`src/rtl/acc_float.sv`:
```
// Sequential IEEE-754 single-precision accumulator: IDLE -> ALIGN -> ADD -> NORM -> ROUND per beat.
// Define ACC_FLOAT_RNE_EN for round-to-nearest-even; otherwise results are truncated.
module acc_float #(
  parameter int ALIGN_W = 27
) (
  input  logic        clk,
  input  logic        rst_n,
  input  logic        in_valid,
  output logic        in_ready,
  input  logic [31:0] in_data,
  input  logic        in_clear,
  input  logic        in_last,
  output logic        out_valid,
  output logic [31:0] out_data,
  output logic        overflow
);

  localparam int LZW = $clog2(ALIGN_W + 1);
  localparam logic [ALIGN_W-1:0] ONES = '1;

  typedef enum logic [2:0] {S_IDLE, S_ALIGN, S_ADD, S_NORM, S_ROUND} state_t;

  state_t state_q, state_d;
  logic        in_ready_q, in_ready_d;
  logic        out_valid_q, out_valid_d;
  logic [31:0] out_data_q, out_data_d;
  logic        overflow_q, overflow_d;
  logic [31:0] sum_q, sum_d;
  logic [31:0] opa_q, opa_d;
  logic [31:0] opb_q, opb_d;
  logic        last_q, last_d;

  logic [ALIGN_W-1:0] big_m_q, big_m_d;
  logic [ALIGN_W-1:0] small_m_q, small_m_d;
  logic               big_s_q, big_s_d;
  logic               small_s_q, small_s_d;
  logic [7:0]         exp_q, exp_d;
  logic               inf_q, inf_d;
  logic               inf_s_q, inf_s_d;

  logic [ALIGN_W:0]   add_m_q, add_m_d;
  logic               add_s_q, add_s_d;

  logic [ALIGN_W-1:0] norm_m_q, norm_m_d;
  logic signed [9:0]  norm_e_q, norm_e_d;
  logic               norm_s_q, norm_s_d;
  logic               norm_z_q, norm_z_d;

  // Operand unpacking: exponent 0 is treated as zero, otherwise a hidden 1 is restored
  logic [31:0]        op   [2];
  logic [7:0]         op_e [2];
  logic [ALIGN_W-1:0] op_m [2];
  logic               op_s [2];

  assign op[0] = opa_q;
  assign op[1] = opb_q;

  genvar gi;
  generate
    for (gi = 0; gi < 2; gi++) begin : g_unpack
      assign op_s[gi] = op[gi][31];
      assign op_e[gi] = op[gi][30:23];
      assign op_m[gi] = (op[gi][30:23] == 8'd0) ? '0
                      : {1'b1, op[gi][22:0], {(ALIGN_W-24){1'b0}}};
    end
  endgenerate

  // ALIGN stage
  logic               al_swap;
  logic [7:0]         al_e_big, al_e_small, al_diff;
  logic [ALIGN_W-1:0] al_m_big, al_m_small, al_shifted;
  logic               al_lost;

  always_comb begin
    al_swap    = op_e[1] > op_e[0];
    al_e_big   = al_swap ? op_e[1] : op_e[0];
    al_e_small = al_swap ? op_e[0] : op_e[1];
    al_m_big   = al_swap ? op_m[1] : op_m[0];
    al_m_small = al_swap ? op_m[0] : op_m[1];
    al_diff    = al_e_big - al_e_small;
    if ({24'd0, al_diff} >= 32'(ALIGN_W)) begin
      al_shifted = '0;
      al_lost    = |al_m_small;
    end else begin
      al_shifted = al_m_small >> al_diff;
      al_lost    = |(al_m_small & ~(ONES << al_diff));
    end
  end

  // NORM stage leading-zero count; the highest set bit wins
  logic [LZW-1:0]    nm_lzc;
  logic signed [9:0] nm_exp_ext;

  always_comb begin
    nm_lzc = '0;
    for (int i = 0; i < ALIGN_W; i++) begin
      if (add_m_q[i]) nm_lzc = LZW'(ALIGN_W - 1 - i);
    end
  end

  assign nm_exp_ext = $signed({2'b00, exp_q});

  // ROUND stage
  logic [23:0]       rd_mant24;
  logic [24:0]       rd_mant25;
  logic [22:0]       rd_frac;
  logic signed [9:0] rd_e;
  logic              rd_g, rd_r, rd_st, rd_up;
  logic [31:0]       rd_res;
  logic              rd_ovf;

  assign rd_mant24 = norm_m_q[ALIGN_W-1 -: 24];
  assign rd_g      = norm_m_q[ALIGN_W-25];
  assign rd_r      = norm_m_q[ALIGN_W-26];
  assign rd_st     = |norm_m_q[ALIGN_W-27:0];

`ifdef ACC_FLOAT_RNE_EN
  assign rd_up = rd_g & (rd_r | rd_st | rd_mant24[0]);
`else
  logic unused_grs;
  assign rd_up      = 1'b0;
  assign unused_grs = rd_g | rd_r | rd_st;
`endif

  always_comb begin
    rd_mant25 = {1'b0, rd_mant24} + {24'd0, rd_up};
    rd_frac   = rd_mant25[24] ? rd_mant25[23:1] : rd_mant25[22:0];
    rd_e      = norm_e_q + $signed({9'd0, rd_mant25[24]});
    rd_ovf    = 1'b0;
    if (inf_q) begin
      rd_res = {inf_s_q, 8'hFF, 23'd0};
      rd_ovf = 1'b1;
    end else if (norm_z_q) begin
      rd_res = {norm_s_q, 31'd0};
    end else if (rd_e >= 10'sd255) begin
      rd_res = {norm_s_q, 8'hFF, 23'd0};
      rd_ovf = 1'b1;
    end else begin
      rd_res = {norm_s_q, rd_e[7:0], rd_frac};
    end
  end

  // Next-state and datapath register updates
  always_comb begin
    state_d     = state_q;
    out_valid_d = 1'b0;
    out_data_d  = out_data_q;
    overflow_d  = overflow_q;
    sum_d       = sum_q;
    opa_d       = opa_q;
    opb_d       = opb_q;
    last_d      = last_q;
    big_m_d     = big_m_q;
    small_m_d   = small_m_q;
    big_s_d     = big_s_q;
    small_s_d   = small_s_q;
    exp_d       = exp_q;
    inf_d       = inf_q;
    inf_s_d     = inf_s_q;
    add_m_d     = add_m_q;
    add_s_d     = add_s_q;
    norm_m_d    = norm_m_q;
    norm_e_d    = norm_e_q;
    norm_s_d    = norm_s_q;
    norm_z_d    = norm_z_q;

    case (state_q)
      S_IDLE: begin
        if (in_valid && in_ready_q) begin
          opa_d   = in_clear ? 32'd0 : sum_q;
          opb_d   = in_data;
          last_d  = in_last;
          if (in_clear) overflow_d = 1'b0;
          state_d = S_ALIGN;
        end
      end
      S_ALIGN: begin
        big_m_d   = al_m_big;
        small_m_d = {al_shifted[ALIGN_W-1:1], al_shifted[0] | al_lost};
        big_s_d   = al_swap ? op_s[1] : op_s[0];
        small_s_d = al_swap ? op_s[0] : op_s[1];
        exp_d     = al_e_big;
        inf_d     = (op_e[0] == 8'hFF) || (op_e[1] == 8'hFF);
        inf_s_d   = (op_e[1] == 8'hFF) ? op_s[1] : op_s[0];
        state_d   = S_ADD;
      end
      S_ADD: begin
        if (big_s_q == small_s_q) begin
          add_m_d = {1'b0, big_m_q} + {1'b0, small_m_q};
          add_s_d = big_s_q;
        end else if (big_m_q >= small_m_q) begin
          add_m_d = {1'b0, big_m_q} - {1'b0, small_m_q};
          add_s_d = big_s_q;
        end else begin
          add_m_d = {1'b0, small_m_q} - {1'b0, big_m_q};
          add_s_d = small_s_q;
        end
        state_d = S_NORM;
      end
      S_NORM: begin
        norm_s_d = add_s_q;
        norm_z_d = 1'b0;
        if (add_m_q == '0) begin
          norm_m_d = '0;
          norm_e_d = '0;
          norm_s_d = 1'b0;
          norm_z_d = 1'b1;
        end else if (add_m_q[ALIGN_W]) begin
          norm_m_d = {add_m_q[ALIGN_W:2], add_m_q[1] | add_m_q[0]};
          norm_e_d = nm_exp_ext + 10'sd1;
        end else begin
          norm_m_d = add_m_q[ALIGN_W-1:0] << nm_lzc;
          norm_e_d = nm_exp_ext - $signed(10'(nm_lzc));
        end
        // Underflow flushes to a signed zero; there is no subnormal path
        if (add_m_q != '0 && norm_e_d <= 10'sd0) norm_z_d = 1'b1;
        state_d = S_ROUND;
      end
      S_ROUND: begin
        sum_d = rd_res;
        if (rd_ovf) overflow_d = 1'b1;
        if (last_q) begin
          out_data_d  = rd_res;
          out_valid_d = 1'b1;
        end
        state_d = S_IDLE;
      end
      default: state_d = S_IDLE;
    endcase

    in_ready_d = (state_d == S_IDLE);
  end

  always_ff @(posedge clk or negedge rst_n) begin
    if (!rst_n) begin
      state_q     <= S_IDLE;
      in_ready_q  <= 1'b0;
      out_valid_q <= 1'b0;
      out_data_q  <= '0;
      overflow_q  <= 1'b0;
      sum_q       <= '0;
      opa_q       <= '0;
      opb_q       <= '0;
      last_q      <= 1'b0;
      big_m_q     <= '0;
      small_m_q   <= '0;
      big_s_q     <= 1'b0;
      small_s_q   <= 1'b0;
      exp_q       <= '0;
      inf_q       <= 1'b0;
      inf_s_q     <= 1'b0;
      add_m_q     <= '0;
      add_s_q     <= 1'b0;
      norm_m_q    <= '0;
      norm_e_q    <= '0;
      norm_s_q    <= 1'b0;
      norm_z_q    <= 1'b0;
    end else begin
      state_q     <= state_d;
      in_ready_q  <= in_ready_d;
      out_valid_q <= out_valid_d;
      out_data_q  <= out_data_d;
      overflow_q  <= overflow_d;
      sum_q       <= sum_d;
      opa_q       <= opa_d;
      opb_q       <= opb_d;
      last_q      <= last_d;
      big_m_q     <= big_m_d;
      small_m_q   <= small_m_d;
      big_s_q     <= big_s_d;
      small_s_q   <= small_s_d;
      exp_q       <= exp_d;
      inf_q       <= inf_d;
      inf_s_q     <= inf_s_d;
      add_m_q     <= add_m_d;
      add_s_q     <= add_s_d;
      norm_m_q    <= norm_m_d;
      norm_e_q    <= norm_e_d;
      norm_s_q    <= norm_s_d;
      norm_z_q    <= norm_z_d;
    end
  end

  assign in_ready  = in_ready_q;
  assign out_valid = out_valid_q;
  assign out_data  = out_data_q;
  assign overflow  = overflow_q;

endmodule

```
`config.mk`:
```
export PLATFORM = sky130hd
export DESIGN_NAME = acc_float
export DESIGN_NICKNAME = d
export VERILOG_FILES = /design/src/rtl/acc_float.sv
export SDC_FILE = /design/constraint.sdc
export NUM_CORES = 1
export LEC_CHECK = 0
export BUFFER_PORTS_ARGS = -buffer_cell sky130_fd_sc_hd__buf_4
export CORE_ASPECT_RATIO = 0.9
export CORE_MARGIN = 2
export CORE_UTILIZATION = 51
export DETAILED_ROUTE_END_ITERATION = 16
export PLACE_DENSITY_LB_ADDON = 0.05
export SLEW_MARGIN = 30
export SYNTH_ARGS = -nofsm -noshare
export SYNTH_HDL_FRONTEND = slang
export SYNTH_SLANG_ARGS = --single-unit
```
`constraint.sdc`:
```
create_clock -name clk -period 6.8 [get_ports clk]
set_input_delay 0.68 -clock clk [delete_from_list [all_inputs] [get_ports clk]]
set_output_delay 0.68 -clock clk [all_outputs]
set_load 0.01 [all_outputs]
```
==> impl_metrics.env, run 1 <==
export IMPL_status="completed"
export IMPL_yosys_area_share_simple_pct=20.4
export IMPL_synth_compound_area_share_pct=23.3
export IMPL_muxShareOfSynthArea_pct=7.03
export IMPL_layout_nets=2411
export IMPL_portBuffers=71
export IMPL_synth_top_family_by_area="compound AO/OA/AOI/OAI gates"
export IMPL_fp_row_count=66
export IMPL_drv_cap=0
export IMPL_cts_tree="yes"
export IMPL_ctsHtreeMaxLevel=1
export IMPL_grt_setup_unrepaired="no"
export IMPL_critPathLaunch="opa_q[25]"
export IMPL_final_layout_size_suffix_gt1_share_pct=10.0
export IMPL_fin_util_pct=56.8
export IMPL_crit_path_max_incr_delay_ns=0.60
export IMPL_path_clk_slew_ns=0.07
export IMPL_ys_seq_area_share_pct=35.2
export IMPL_ios=72
export IMPL_routabilityCongestion=0.983
export IMPL_hold_class="input port to asynchronous set/reset pin"
export IMPL_drc=0
export IMPL_ant_nets=0
export IMPL_end_kind="flop"
export IMPL_cp_arrival_ns=5.64
export IMPL_post_cts_setup_buffers=0
export IMPL_antenna_found_initial=1
export IMPL_period_share_pct=75.2
export IMPL_synth_avg_cell_area_um2=8.05
export IMPL_ys_warn_count=0
export IMPL_grt_pass1_vias=16300
export IMPL_start_kind="flop"
export IMPL_grt_overflow=0
export IMPL_yosysTopAreaCellShare_pct=35.2
export IMPL_wirelength_um=63900
export IMPL_cts_resized=0
export IMPL_grt_max_degree=178
export IMPL_numCtsBuffers=29
export IMPL_yosys_area_top_type="dfrtp_1"
export IMPL_clkSinkCount=262
export IMPL_max_slew_margin_pct=29.6
export IMPL_critPathMostFrequentCell="nor2_2"
export IMPL_synth_edf_count=0
export IMPL_synthArstFlopShare_pct=100
export IMPL_die_w_um=206
export IMPL_synth_xor_area_share_pct=2.01
export IMPL_wl_per_cell_um=23.0
export IMPL_coreArea_um2=36100
export IMPL_ctsHoldBuffers=0
export IMPL_synth_top_flop_cell="dfrtp_1"
export IMPL_finalSetupTns_ns=0
export IMPL_fp_dieH_um=185
export IMPL_syn_area_um2=18600
export IMPL_vias_per_cell=6.30
export IMPL_cp_required_ns=7.32
export IMPL_crit_chain="inv_1 -> ha_1 -> nand4_4 -> nor2_2 -> nor2_2 -> a2111oi_2 -> a21oi_1 -> ha_1 -> o31a_1 -> o31ai_2 -> a211oi_1 -> nand2b_1 -> a211oi_2 -> nand3_2 -> nor2_2 -> a32o_1"
export IMPL_dr_first_iter_drc_count=2163
export IMPL_final_hold_violation_count=0
export IMPL_rr_startpoint="opa_q[25]"
export IMPL_synthAdderAreaFrac_pct=6.16
export IMPL_synth_seq_cells=262
export IMPL_drt_first_pass_iters=5
export IMPL_start_util_pct=51.7
export IMPL_synth_top_cells_by_area="dfrtp_1, nand2_1, ha_1"
export IMPL_slowest_stage="a211oi_2"
export IMPL_track_usage_pct=33.6
export IMPL_cp_max_fo=12
export IMPL_clk_latency_ns=0.60
export IMPL_yosys_cell_count_top_type="nand2_1"
export IMPL_place_area_um2=19500
export IMPL_worst_setup_path_type="flop to flop"
export IMPL_setup_violations=0
export IMPL_dp_hpwl_um=47400
export IMPL_vias=17500
export IMPL_cts_buffer_depth=3
export IMPL_syn_inst=2315
export IMPL_postLayoutCellArea_um2=20500
export IMPL_period_minus_slack_ns=5.11
export IMPL_fmax_mhz=196
export IMPL_root_buffer="clkbuf_16"
export IMPL_slew_violations=0
export IMPL_synth_common_cells="nand2_1, dfrtp_1, o21ai_0, a21oi_1, nor2_1"
export IMPL_grt_pass1_wl_um=98300
export IMPL_synth_fp_nets=2442
export IMPL_ys_types=93
export IMPL_worst_pin_slew_ns=1.06
export IMPL_die_area_um2=38100
export IMPL_clock_skew_ns=0.0238
export IMPL_synthToLayoutAreaGrowth_pct=10.0
sequential cells by signal (all words and copies together) (netlist names), 3 cells and up:
register and flops:
add_m_q 28, opa_q 32, exp_q 8, norm_m_q 23, norm_e_q 10, small_m_q 27, out_data 32, opb_q 32
sum_q 32, big_m_q 24, state_q 3
critical path, delay by kind of cell (launching register included):
kind / cells / cell delay [ns]
compound gates: 7 / 2.13
buf+inv: 1 / 0.12
simple gates: 6 / 1.56
fa+ha+maj: 2 / 0.83
flops: 1 / 0.39
final timing paths:
kind                                 end  slack (ns)  depth (start not counted)
hold reg to reg                 sum_q[5]        0.48                          2
hold / removal              norm_m_q[20]        0.07                          1
min in group clk               opb_q[17]        0.27                          3
setup / recovery           small_m_q[25]        1.69                         16
setup reg to reg           small_m_q[25]        1.69                         16
max in group asynchronous  small_m_q[16]        5.29                          3
metrics by stage:
stage | setup WS (ns) | hold slack (ns) | instances
3_5_place_dp | 1.78 | 0.471 | 2727
3_3_place_gp | 1.83 | 0.464 | 2725
5_1_grt | 1.31 | 0.130 | 2782
2_1_floorplan | 2.19 | 0.384 | 2315
4_1_cts | 1.74 | 0.121 | 2780
6_report | 1.69 | 0.0656 | 2783
routing by layer:
metal	track usage [%]	wire length [um]	up-vias
li1	-	-	8135
met1	50.1	29600	8542
met2	48.3	26600	747
met3	6.90	5460	114
met4	10.8	2190	2
met5	0	9	-
cell type report:
class	count	area, um^2
fill	3295	15600
multi-input combinational	1775	11100
tap	476	596
clock buffer	38	820
clock inverter	15	159
timing repair buffer	105	831
antenna	1	2.50
sequential	262	6560
inverter	111	417
layout by cell type (no fill, tap or decap), types with 6 or more instances in the layout:
cell type / netlist / layout
nor2b_1: 11 / 11
nand2_1: 427 / 424
and2_1: 14 / 14
nand2b_1: 11 / 11
clkinv_2: 0 / 7
xnor2_1: 36 / 33
a22o_1: 11 / 11
a31oi_1: 25 / 25
o21ai_0: 196 / 196
inv_1: 110 / 110
o21a_1: 10 / 10
a211oi_1: 25 / 25
nor2_1: 163 / 161
a221oi_1: 28 / 27
o31ai_1: 14 / 14
ha_1: 87 / 87
dfrtp_1: 262 / 262
o22ai_1: 15 / 15
o211ai_1: 19 / 19
nor3_1: 46 / 45
nand3b_1: 35 / 35
nand3_1: 48 / 48
o2111a_1: 6 / 6
and3_1: 17 / 17
a21oi_1: 175 / 172
a21o_1: 29 / 29
or3_1: 10 / 10
o21bai_1: 25 / 25
buf_4: 1 / 99
a31o_2: 14 / 14
clkbuf_8: 0 / 6
mux2_2: 6 / 6
clkbuf_16: 0 / 29
nand4_1: 16 / 16
nor4_1: 19 / 18
mux4_2: 9 / 9
mux2i_1: 104 / 104
logic make-up (layout without fill, tap and decap cells):
group | Yosys count | in the layout
AO/OA/AOI/OAI | 677 | 677
XOR/XNOR | 42 | 42
adder cells (fa/ha/maj) | 90 | 90
buffers and inverters | 278 | 269
flip-flops | 262 | 262
multiplexers | 119 | 119
other | 0 | 1
AND/OR/NAND/NOR | 847 | 847
Power of run 1 is left out: the tool's default activity adds up to more than one toggle a clock period on the data nets, which glitch-free logic cannot reach.
==> run 2: changes to the inputs <==
==> constraint.sdc (replaced) <==
create_clock -name clk -period 4.8 [get_ports clk]
set_input_delay 0.48 -clock clk [delete_from_list [all_inputs] [get_ports clk]]
set_output_delay 0.48 -clock clk [all_outputs]
set_load 0.01 [all_outputs]
==> run 2 against run 1 <==
  * Hold slack improved by 0.017 ns
  * Clock-buffer cell count rose by 3
  * Core utilization rose by 0.46 points
  * Fmax rose by 14%
  * Flip-flop and latch count did not move
  * Highest routed layer is now met4
==> impl_metrics.env, run 2 (same netlist as run 1, synthesis figures left out) <==
export IMPL_status="completed"
export IMPL_worst_setup_path_type="flop to flop"
export IMPL_synthToLayoutAreaGrowth_pct=10.9
export IMPL_root_buffer="clkbuf_16"
export IMPL_clock_skew_ns=0.0131
export IMPL_final_common_cell="nand2_1"
export IMPL_fmax_mhz=222
export IMPL_crit_family="compound AO/OA/AOI/OAI gates"
export IMPL_fp_row_count=66
export IMPL_antenna_found_initial=0
export IMPL_nFillCells=3355
export IMPL_hold_class="input port to flop"
export IMPL_end_kind="flop"
export IMPL_vias=17600
export IMPL_final_layout_size_suffix_gt1_share_pct=10.9
export IMPL_drt_first_pass_iters=5
export IMPL_grt_pass1_wl_um=98700
export IMPL_wirelength_um=64400
export IMPL_final_cell_mix="nand2_1, dfrtp_1, o21ai_0"
export IMPL_multi_input_area_um2=11100
export IMPL_numCtsBuffers=29
export IMPL_dr_first_iter_drc_count=1817
export IMPL_clk_latency_ns=0.59
export IMPL_track_usage_pct=33.8
export IMPL_vias_per_cell=6.26
export IMPL_path_clk_slew_ns=0.07
export IMPL_slew_violations=0
export IMPL_post_cts_setup_buffers=0
export IMPL_slowest_stage="dfrtp_1"
export IMPL_hold_worst_slack_ns=0.0824
export IMPL_diodes=0
export IMPL_drc=0
export IMPL_cp_arrival_ns=5.01
export IMPL_seqCellArea_um2=6560
export IMPL_grt_overflow=0
export IMPL_ctsHtreeMaxLevel=1
export IMPL_routabilityCongestion=0.976
export IMPL_ant_nets=0
export IMPL_grt_pass1_vias=16300
export IMPL_grt_setup_unrepaired="no"
export IMPL_dp_hpwl_um=48400
export IMPL_wl_per_cell_um=22.9
export IMPL_period_minus_slack_ns=4.50
export IMPL_coreArea_um2=36100
export IMPL_max_slew_margin_pct=30.8
export IMPL_finalSetupTns_ns=0
export IMPL_die_area_um2=38100
export IMPL_die_w_um=206
export IMPL_cp_required_ns=5.32
export IMPL_cp_max_fo=12
export IMPL_setup_violations=0
export IMPL_start_kind="flop"
export IMPL_ios=72
export IMPL_cts_tree="yes"
export IMPL_portBuffers=71
export IMPL_drv_cap=0
export IMPL_start_util_pct=51.7
export IMPL_clkSinkCount=262
export IMPL_period_share_pct=93.7
export IMPL_worst_pin_slew_ns=1.04
export IMPL_place_area_um2=19700
export IMPL_cts_buffer_depth=3
export IMPL_crit_path_max_incr_delay_ns=0.42
export IMPL_grt_max_degree=116
export IMPL_postLayoutCellArea_um2=20700
export IMPL_fp_dieH_um=185
export IMPL_crit_chain="inv_1 -> ha_1 -> buf_4 -> nand4_2 -> nor2_2 -> nor2_2 -> a2111oi_4 -> a21oi_1 -> ha_1 -> o31a_1 -> o31ai_2 -> a211oi_1 -> nand2b_1 -> a211oi_2 -> buf_4 -> nand3_2 -> nor2_4 -> a32o_1"
export IMPL_cp_num_buf_inv=3
export IMPL_layout_nets=2439
export IMPL_final_hold_violation_count=0
run 2: cell count changes in the layout (fill, tap and decap cells not counted), moves of 3 or more:
cell / previous run / this run
clkinvlp_4: 0 / 3
clkbuf_8: 6 / 3
a211oi_1: 25 / 22
a211oi_2: 1 / 4
clkbuf_1: 3 / 9
clkinv_4: 4 / 1
buf_4: 99 / 125
clkinv_2: 7 / 4
run 2: routing by layer:
layer	vias up	global-route usage (%)	wire, um
met3	110	6.28	5260
li1	8189	-	-
met1	8506	50.4	29600
met2	770	49.2	27400
met4	0	10.6	2170
met5	-	0	0
run 2: metrics by stage:
step / util [%] / std cells / worst slack, ns
floorplan: - / 2315 / 0.188
global placement: 54.4 / 2752 / 0.319
detailed placement: 54.5 / 2752 / 0.174
CTS: 57.0 / 2804 / 0.131
global route: 57.3 / 2809 / 0.0251
finish: 57.3 / 2809 / 0.304
run 2: worst register-to-register path, stage by stage, from the launching register on:
cell       delay, ns
dfrtp_1         0.42
inv_1           0.11
ha_1            0.33
buf_4           0.16
nand4_2         0.15
nor2_2          0.21
nor2_2          0.11
a2111oi_4       0.39
a21oi_1         0.09
ha_1            0.25
o31a_1          0.34
o31ai_2         0.26
a211oi_1        0.14
nand2b_1        0.18
a211oi_2        0.22
buf_4           0.19
nand3_2         0.33
nor2_4          0.35
a32o_1          0.21
run 2: final timing paths:
check	from	cells after the start	slack, ns	endpoint
min in group asynchronous	rst_n	2	0.39	norm_m_q[20]
hold / removal	in_data[7]	3	0.08	opb_q[7]
hold reg to reg	out_data[10]	2	0.49	out_data[10]
setup / recovery	opa_q[28]	18	0.30	small_m_q[25]
setup reg to reg	opa_q[28]	18	0.30	small_m_q[25]
max in group asynchronous	rst_n	4	3.15	big_m_q[20]
run 2: cell type report:
type | count | share of cell area, %
clock buffer | 41 | 3.87
clock inverter | 11 | 0.545
inverter | 111 | 2.02
multi-input combinational | 1775 | 53.9
sequential | 262 | 31.7
tap | 476 | 2.88
timing repair buffer | 133 | 5.06
run 2: what timing repair did:
item	in CTS	in global routing
hold buffers	0	1
endpoints found under the hold margin	0	49
setup endpoints to repair	0	27
gates resized for setup	0	10
Power of run 2 is left out for the same reason.
